## src/rtl/fp_mul_pkg.sv

```systemverilog
// fp_mul_pkg
// Shared constants for the floating-point multiplier result stage.
//   EXP_W / FRAC_W  : IEEE-754 single-precision field widths
//   QNAN            : canonical quiet NaN returned for invalid operations
//   EXP_MAX         : all-ones exponent (infinity / NaN encoding)
//   FLAG_*          : bit positions inside the 4-bit flag vectors
//                     {invalid, overflow, zero, inexact}
package fp_mul_pkg;

   localparam int          EXP_W   = 8;
   localparam int          FRAC_W  = 23;
   localparam int          FLAG_W  = 4;
   localparam logic [31:0] QNAN    = 32'h7FC00000;
   localparam logic [7:0]  EXP_MAX = 8'hFF;

   localparam int FLAG_INVALID  = 3;
   localparam int FLAG_OVERFLOW = 2;
   localparam int FLAG_ZERO     = 1;
   localparam int FLAG_INEXACT  = 0;

endpackage

```

## src/rtl/rne_round.sv

```systemverilog
// rne_round
// Purely combinational round-to-nearest-even of a 23-bit fraction with
// guard/round/sticky bits.
//   frac_in, exp_in          : unrounded fraction and biased exponent
//   guard, round_bit, sticky : bits below the fraction LSB
//   frac_out, exp_out        : rounded fields
//   carry_ovf                : rounded exponent reached the all-ones code
//   inexact                  : any discarded bit was set
module rne_round
   import fp_mul_pkg::*;
(
   input  logic [FRAC_W-1:0] frac_in,
   input  logic [EXP_W-1:0]  exp_in,
   input  logic              guard,
   input  logic              round_bit,
   input  logic              sticky,
   output logic [FRAC_W-1:0] frac_out,
   output logic [EXP_W-1:0]  exp_out,
   output logic              carry_ovf,
   output logic              inexact
);

   logic              round_up;
   logic [FRAC_W:0]   frac_sum;

   // A carry out of the fraction leaves the low bits zero and bumps the
   // exponent; the exponent add wraps at 8 bits by design.
   always_comb begin
      round_up  = guard & (round_bit | sticky | frac_in[0]);
      frac_sum  = {1'b0, frac_in} + {{FRAC_W{1'b0}}, round_up};
      frac_out  = frac_sum[FRAC_W] ? '0 : frac_sum[FRAC_W-1:0];
      exp_out   = exp_in + {{(EXP_W-1){1'b0}}, frac_sum[FRAC_W]};
      carry_ovf = (exp_out == EXP_MAX);
      inexact   = guard | round_bit | sticky;
   end

endmodule

```

## src/rtl/mul_result_pack.sv

```systemverilog
// mul_result_pack
// Final two-stage pipeline of the FP multiplier: stage 1 captures the
// product fields, stage 2 rounds (RNE), applies exception priority and
// holds the packed IEEE-754 single result under valid/ready flow control.
//   clk, rst_n                      : clock, async active-low reset
//   in_valid/in_ready               : upstream handshake
//   sign_z, Ez, Mz_ext              : product sign, exponent, fraction+GRS
//   invalid_flag/overflow_flag/zero_flag : exception stage flags
//   out_valid/out_ready, result     : downstream handshake and result
//   flags_out                       : {invalid, overflow, zero, inexact}
//   sticky_flags, sticky_clr        : accumulated flags and their clear
// Optional feature macro: STICKY_FLAGS_EN enables the sticky flag register;
// without it sticky_flags reads 0 and sticky_clr is ignored.
module mul_result_pack
   import fp_mul_pkg::*;
#(
   parameter int LATENCY = 2
) (
   input  logic              clk,
   input  logic              rst_n,
   input  logic              in_valid,
   output logic              in_ready,
   input  logic              sign_z,
   input  logic [EXP_W-1:0]  Ez,
   input  logic [25:0]       Mz_ext,
   input  logic              invalid_flag,
   input  logic              overflow_flag,
   input  logic              zero_flag,
   output logic              out_valid,
   input  logic              out_ready,
   output logic [31:0]       result,
   output logic [FLAG_W-1:0] flags_out,
   output logic [FLAG_W-1:0] sticky_flags,
   input  logic              sticky_clr
);

   if (LATENCY != 2) begin : g_bad_latency
      $error("mul_result_pack only supports LATENCY == 2");
   end

   logic              s1_valid;
   logic              s1_sign;
   logic [EXP_W-1:0]  s1_ez;
   logic [25:0]       s1_mz;
   logic              s1_invalid;
   logic              s1_overflow;
   logic              s1_zero;

   logic              s2_advance;
   logic              accept;

   logic [FRAC_W-1:0] rnd_frac;
   logic [EXP_W-1:0]  rnd_exp;
   logic              rnd_carry_ovf;
   logic              rnd_inexact;

   logic [31:0]       next_result;
   logic [FLAG_W-1:0] next_flags;

   assign s2_advance = !out_valid || out_ready;
   assign in_ready   = !s1_valid || s2_advance;
   assign accept     = in_valid && in_ready;

   // Stage 1 drains into stage 2 whenever stage 2 can advance, so it only
   // stays occupied when a new beat replaces it or the output is stalled.
   always_ff @(posedge clk or negedge rst_n) begin
      if (!rst_n) begin
         s1_valid    <= 1'b0;
         s1_sign     <= 1'b0;
         s1_ez       <= '0;
         s1_mz       <= '0;
         s1_invalid  <= 1'b0;
         s1_overflow <= 1'b0;
         s1_zero     <= 1'b0;
      end else if (accept) begin
         s1_valid    <= 1'b1;
         s1_sign     <= sign_z;
         s1_ez       <= Ez;
         s1_mz       <= Mz_ext;
         s1_invalid  <= invalid_flag;
         s1_overflow <= overflow_flag;
         s1_zero     <= zero_flag;
      end else if (s2_advance) begin
         s1_valid    <= 1'b0;
      end
   end

   rne_round u_rne_round (
      .frac_in   (s1_mz[25:3]),
      .exp_in    (s1_ez),
      .guard     (s1_mz[2]),
      .round_bit (s1_mz[1]),
      .sticky    (s1_mz[0]),
      .frac_out  (rnd_frac),
      .exp_out   (rnd_exp),
      .carry_ovf (rnd_carry_ovf),
      .inexact   (rnd_inexact)
   );

   // Input exception flags pass straight into flags_out; inexact only
   // applies when the rounded value is actually what gets returned.
   always_comb begin
      next_flags                = '0;
      next_flags[FLAG_INVALID]  = s1_invalid;
      next_flags[FLAG_OVERFLOW] = s1_overflow;
      next_flags[FLAG_ZERO]     = s1_zero;
      if (s1_invalid) begin
         next_result = QNAN;
      end else if (s1_overflow) begin
         next_result = {s1_sign, EXP_MAX, {FRAC_W{1'b0}}};
      end else if (s1_zero) begin
         next_result = {s1_sign, 31'h0};
      end else if (rnd_carry_ovf) begin
         next_result                = {s1_sign, EXP_MAX, {FRAC_W{1'b0}}};
         next_flags[FLAG_OVERFLOW]  = 1'b1;
         next_flags[FLAG_INEXACT]   = rnd_inexact;
      end else begin
         next_result                = {s1_sign, rnd_exp, rnd_frac};
         next_flags[FLAG_INEXACT]   = rnd_inexact;
      end
   end

   // Stage 2 only updates when its current beat is consumed or empty,
   // which keeps result/flags_out frozen during a downstream stall.
   always_ff @(posedge clk or negedge rst_n) begin
      if (!rst_n) begin
         out_valid <= 1'b0;
         result    <= '0;
         flags_out <= '0;
      end else if (s2_advance) begin
         out_valid <= s1_valid;
         if (s1_valid) begin
            result    <= next_result;
            flags_out <= next_flags;
         end
      end
   end

`ifdef STICKY_FLAGS_EN
   logic [FLAG_W-1:0] sticky_q;

   // A clear coinciding with a handshake restarts accumulation from the
   // beat being handed over rather than dropping it.
   always_ff @(posedge clk or negedge rst_n) begin
      if (!rst_n) begin
         sticky_q <= '0;
      end else if (out_valid && out_ready) begin
         sticky_q <= sticky_clr ? flags_out : (sticky_q | flags_out);
      end else if (sticky_clr) begin
         sticky_q <= '0;
      end
   end

   assign sticky_flags = sticky_q;
`else
   logic unused_sticky_clr;

   assign unused_sticky_clr = sticky_clr;
   assign sticky_flags      = '0;
`endif

endmodule

```

## config.mk

```make
export PLATFORM = sky130hd
export DESIGN_NAME = mul_result_pack
export DESIGN_NICKNAME = d
export VERILOG_FILES = /design/src/rtl/fp_mul_pkg.sv /design/src/rtl/rne_round.sv /design/src/rtl/mul_result_pack.sv
export SDC_FILE = /design/constraint.sdc
export NUM_CORES = 1
export LEC_CHECK = 0
export ABC_CLOCK_PERIOD_IN_PS = 3100
export CORE_UTILIZATION = 51
export CTS_BUF_LIST = sky130_fd_sc_hd__clkbuf_4 sky130_fd_sc_hd__clkbuf_8
export DETAILED_ROUTE_END_ITERATION = 10
export GPL_TIMING_DRIVEN = 1
export PLACE_DENSITY_LB_ADDON = 0.05
export SLEW_MARGIN = 30
export SYNTH_ARGS = -nofsm -noshare
export SYNTH_HDL_FRONTEND = slang
export SYNTH_SLANG_ARGS = --single-unit
export TNS_END_PERCENT = 1
```

## constraint.sdc

```tcl
create_clock -name clk -period 3.1 [get_ports clk]
set_input_delay 0.465 -clock clk [delete_from_list [all_inputs] [get_ports clk]]
set_output_delay 0.465 -clock clk [all_outputs]
set_load 0.1 [all_outputs]
```

**Word-level counts from Yosys, hierarchy flattened**

Cells that the tools add are included.

- Flip-flop bits (word level): 76
- Bits in latches: 0
- Memory bits (writable): 0
- Memory bits (read-only): 0
- Bits of input ports: 43
- Output and inout bits: 42
- Logic and storage cells: 39
- Memories kept: 0

- Add/sub/neg operators: 2
- Multiply operators: 0
- Divide/modulo/power cells: 0
- Order comparisons: 0
- Eq/ne operators: 1
- Shift operators: 0
- Multiplexer cells: 14
- Bitwise operators: 5
- Reductions and logical operators: 7

Operators with widths:

| kind | count |
|---|---|
| 31-bit 2-to-1 mux | 3 |
| 32-bit 2-to-1 mux | 1 |
| 23-bit by 1-bit adder with 24-bit output | 1 |
| 23-bit 2-to-1 mux | 1 |
| 1-bit 2-to-1 mux | 9 |
| 8-bit by 1-bit adder with 8-bit output | 1 |
| 8-bit equality test, second input constant | 1 |
| 1-bit bitwise OR | 4 |
| 1-bit logical NOT | 2 |
| 1-bit logical OR | 2 |
| 2-bit AND reduction | 1 |
| 2-bit nonzero test | 1 |
| 1-bit bitwise AND | 1 |
| 1-bit logical AND | 1 |

**Longest topological paths before layout**

- Depth after elaboration: 10
- Mapped depth: 11
- Mapped depth without buffers: 10

**Cells and area by module**

A second synthesis with hierarchy kept.

- Cells, all modules: 318
- Area, all modules: 3798.6 um^2

By module, submodules not included:

| module | times used | cells each | area each (um^2) | sequential area each (um^2) |
|---|---|---|---|---|
| mul_result_pack | 1 | 203 | 3016.6 | 1901.8 |
| rne_round | 1 | 115 | 782.0 | 0.0 |

**Least setup slack after synthesis**

OpenSTA, ideal clock, no wires.

- Path kind: register to register
- Start point: register out_valid
- End point: register s1_ez[0]
- Setup time: 0.125 ns
- Arrival time: 3.053 ns
- Required time: 2.975 ns
- Path slack: -0.078 ns
- Cell stages (with the launch flop): 6
- Buffers on the path: 2
- Clock period less this slack: 3.178 ns
- Path through: dfrtp_1 -> nand3b_1 -> nand2_1 -> buf_2 -> buf_2 -> mux2_2

- Word-level cells in the longest chain between the ends: 4

RTL lines:

| what | RTL line | text |
|---|---|---|
| from (decl) | mul_result_pack.sv:29 | `output logic out_valid,` |
| from (signal assigned) | mul_result_pack.sv:131 | `out_valid <= s1_valid;` |
| 1-bit logical NOT | mul_result_pack.sv:60 | `assign s2_advance = !out_valid \|\| out_ready;` |
| 1-bit logical OR | mul_result_pack.sv:60 |  |
| 1-bit logical OR | mul_result_pack.sv:61 | `assign in_ready = !s1_valid \|\| s2_advance;` |
| via in_ready | mul_result_pack.sv:22 | `output logic in_ready,` |
| 1-bit logical AND | mul_result_pack.sv:62 | `assign accept = in_valid && in_ready;` |
| to (signal assigned) | mul_result_pack.sv:78 | `s1_ez <= Ez;` |
| to (decl) | mul_result_pack.sv:43 | `logic [EXP_W-1:0] s1_ez;` |

The timed path passes the listed nets, and every way through them passes these cells.
A chain may end at the register's enable or synchronous reset.

**Worst setup path after layout**

- Start point: register s1_mz[10]
- End point: register flags_out[2]

- Word-level cells in the longest chain between the ends: 7

RTL lines:

| what | RTL line | text |
|---|---|---|
| from (decl) | mul_result_pack.sv:44 | `logic [25:0] s1_mz;` |
| from (signal assigned) | mul_result_pack.sv:79 | `s1_mz <= Mz_ext;` |
| 23-bit by 1-bit adder with 24-bit output | rne_round.sv:30 | `frac_sum = {1'b0, frac_in} + {{FRAC_W{1'b0}}, round_up};` |
| 8-bit by 1-bit adder with 8-bit output | rne_round.sv:32 | `exp_out = exp_in + {{(EXP_W-1){1'b0}}, frac_sum[FRAC_W]};` |
| 8-bit equality test | rne_round.sv:33 | `carry_ovf = (exp_out == EXP_MAX);` |
| 1-bit 2-to-1 mux | mul_result_pack.sv:113 | `end else if (rnd_carry_ovf) begin` |
| 1-bit 2-to-1 mux | mul_result_pack.sv:111 | `end else if (s1_zero) begin` |
| 1-bit 2-to-1 mux | mul_result_pack.sv:109 | `end else if (s1_overflow) begin` |
| 1-bit 2-to-1 mux | mul_result_pack.sv:107 | `if (s1_invalid) begin` |
| to (signal assigned) | mul_result_pack.sv:134 | `flags_out <= next_flags;` |
| to (decl) | mul_result_pack.sv:32 | `output logic [FLAG_W-1:0] flags_out,` |

No other way between the ends.

==> impl_metrics.ini <==
[die]
die_w_um = 85.7
dieHeight_um = 85.7
initial_core_util_pct = 52.6
io_pins = 85
num_rows = 30
die_area_mm2 = 0.00735
core_area_mm2 = 0.00679

[route]
drtIter0Drc = 130
vias = 2652
routed_wl_um = 7330
drc = 0
wl_per_cell_um = 14.3
first_pass_iters = 4
ant_nets = 0
via_per_inst = 5.19

[sta]
tns_ps = 0
max_slew_margin_pct = 55.9
worstMarginPinSlew_ps = 662
rsz0062_at_grt = false
drv_slew = 0
min_period_ps = 2900
fin_ws_ps = 202
setup_violations = 0
fmax_ghz = 0.345
finClkSkew_ps = 6.65
min_period_over_period_pct = 93.5
hold_viol = 0

[global_routing]
grt_pass1_vias = 2625
grt_pass1_wl_um = 12400
grt_usage_pct = 22.2
antenna_found_initial = 0
overflow = 0
grt_max_degree = 77

[setup_path]
endpoint_kind = register
r2r_start = s1_mz[10]$_DFFE_PN0P_
critPathMaxFanout = 7
cpMaxStageDelayCell = dfrtp_1
worst_path_most_repeated_cell = ha_1
startpoint_type = register
r2r_slack_ps = 200
critPathRequiredTime_ps = 3380
reg2reg_to = flags_out[2]$_DFFE_PN0P_
worstRegToRegCells = 9
cp-startpoint = s1_mz[10]$_DFFE_PN0P_
crit_type = register to register
slowest_delay_ps = 460
crit_chain = nand4_1 > nor3_2 > and3_1 > ha_1 > ha_1 > xnor2_1 > or3_4 > or4_1 > a21oi_1
worstPathArrival_ps = 3180

[clock_tree]
cts_buffer_depth = 2
clk_pin_slew_worst_paths_ps = 80
cts_root_buffer = clkbuf_8
insertion_delay_ps = 350
cts_tree = done
cts_resized = 0
hold_buffers = 0
htreeDepth = 3
cts_made_buffers = 9
clock-sinks = 76
cts_setup_buffers = 0

[final_layout]
final_nets = 456
syn2layout_area_growth_pct = 30.2
drive_above_1_share_pct = 26.7
nFillCells = 538
design_area_mm2 = 0.00465
n_antenna_cell = 0

[synth]
syn_area_per_cell_um2 = 11.1
synth-seq-cells = 76
ys_top_cells_by_count = dfrtp_1, nand2_1, mux2_2
synth-seq-area-share_pct = 53.2
synthFlopType = dfrtp_1
synth_top_area_cell = dfrtp_1
syn_inst = 322
ys_warn_count = 0
async_flop_share_pct = 100
yosysUniqueCellTypes = 41
synth.most_common_cell = dfrtp_1
synth_area_leaders = dfrtp_1, mux2_2, nand2_1
synth_edf_count = 0
syn_area_mm2 = 0.00357
yosysTopAreaCellShare_pct = 53.2

[placed_design]
port-buffer-count = 79
post-place-ws_ps = 252
globalplace.congestion = 0.840
hpwl_um = 5340
placed_area_mm2 = 0.00438

[run_status]
status = finished, final reports clean

[min_path]
min_path_type = input pin to asynchronous set/reset pin

[pwr]
peakVddDrop_uv = 327
p_per_area_mw_per_mm2 = 704
p_leak_nw = 1.95

[job]
cap_violations = 0
## power by group
part	switching (W)	internal (W)	total [W]
clock	0.000367	0.000626	0.000993
combinational	0.000714	0.000297	0.00101
sequential	0.000138	0.00113	0.00127
## layout make-up
cell class,instances,area (um2),area share [%]
Clock buffer,10,131,2.82
Clock inverter,6,136,2.93
Tap cell,96,120,2.58
Sequential cell,76,1900,40.9
Inverter,3,11.3,0.242
Timing Repair Buffer,89,772,16.6
Multi-Input combinational cell,231,1580,33.9
## registers in the layout (all words and copies together) (netlist names)
register	cells
flags_out	4
out_valid	1
result	32
s1_ez	8
s1_invalid	1
s1_mz	26
s1_overflow	1
s1_sign	1
s1_valid	1
s1_zero	1
## cell usage in the layout (no fill, tap or decap), drive strengths merged, types with 2 or more instances in the layout
cell type      instances
a21oi                  3
a31oi                  3
and2                   4
and3                   9
and4                   2
buf                   49
bufinv                 4
clkbuf                10
clkdlybuf4s50         40
conb                   4
dfrtp                 76
ha                     3
inv                    3
mux2                  39
nand2                 42
nand2b                 6
nand3                 11
nand3b                 2
nand4                  7
nor2                  14
nor3                   6
nor4                   3
o211ai                 6
o21a                   6
o21ai                 27
xnor2                 16
xor2                  11
## metal layers
metal	vias to the layer above	global-route usage [%]	part of all wire, %
met5	-	0	0
met4	0	10.9	2.1
met3	13	3.75	4.2
met2	76	36.8	49
met1	1265	28.4	45
li1	1298	-	-
## logic make-up (layout without fill, tap and decap cells)
family | after synthesis | count (layout) | synth area share [%]
AND/OR/NAND/NOR | 109 | 109 | 15.5
other | 1 | 4 | 0.105
adder cells (fa/ha/maj) | 3 | 3 | 1.05
XOR/XNOR | 27 | 27 | 6.62
buffers and inverters | 18 | 108 | 2.94
flip-flops | 76 | 76 | 53.2
multiplexers | 39 | 39 | 12.3
AO/OA/AOI/OAI | 49 | 49 | 8.26
## worst max-delay path by stage
| stage | end | slack (ps) | cells after the start |
|---|---|---|---|
| 2_1_floorplan | s1_ez[0]$_DFFE_PN0P_ | 320 | 5 |
| 3_3_place_gp | flags_out[2]$_DFFE_PN0P_ | 310 | 9 |
| 3_5_place_dp | flags_out[2]$_DFFE_PN0P_ | 250 | 9 |
| 4_1_cts | flags_out[2]$_DFFE_PN0P_ | 230 | 9 |
| 5_1_grt | flags_out[2]$_DFFE_PN0P_ | 10 | 9 |
| 6_report | flags_out[2]$_DFFE_PN0P_ | 200 | 9 |
## through the flow
step | utilization, % | total power (W) | hold WS [ps] | std cells
final | 68.5 | 0.00327 | 111 | 511
after global routing | 68.5 | 0.00340 | 172 | 511
after CTS | 68.4 | 0.00330 | 282 | 511
after detailed placement | 64.5 | 0.00230 | 472 | 495
after global placement | 64.5 | 0.00228 | 464 | 495
after floorplan | - | 0.00203 | 169 | 325
## worst max-delay path, delay by kind of cell, from the launching register on
kind / cells / cell delay, ps
flops: 1 / 460
fa+ha+maj: 2 / 590
simple gates: 5 / 1520
compound gates: 1 / 150
xor+xnor: 1 / 110
(Power assumes the default switching activity.)
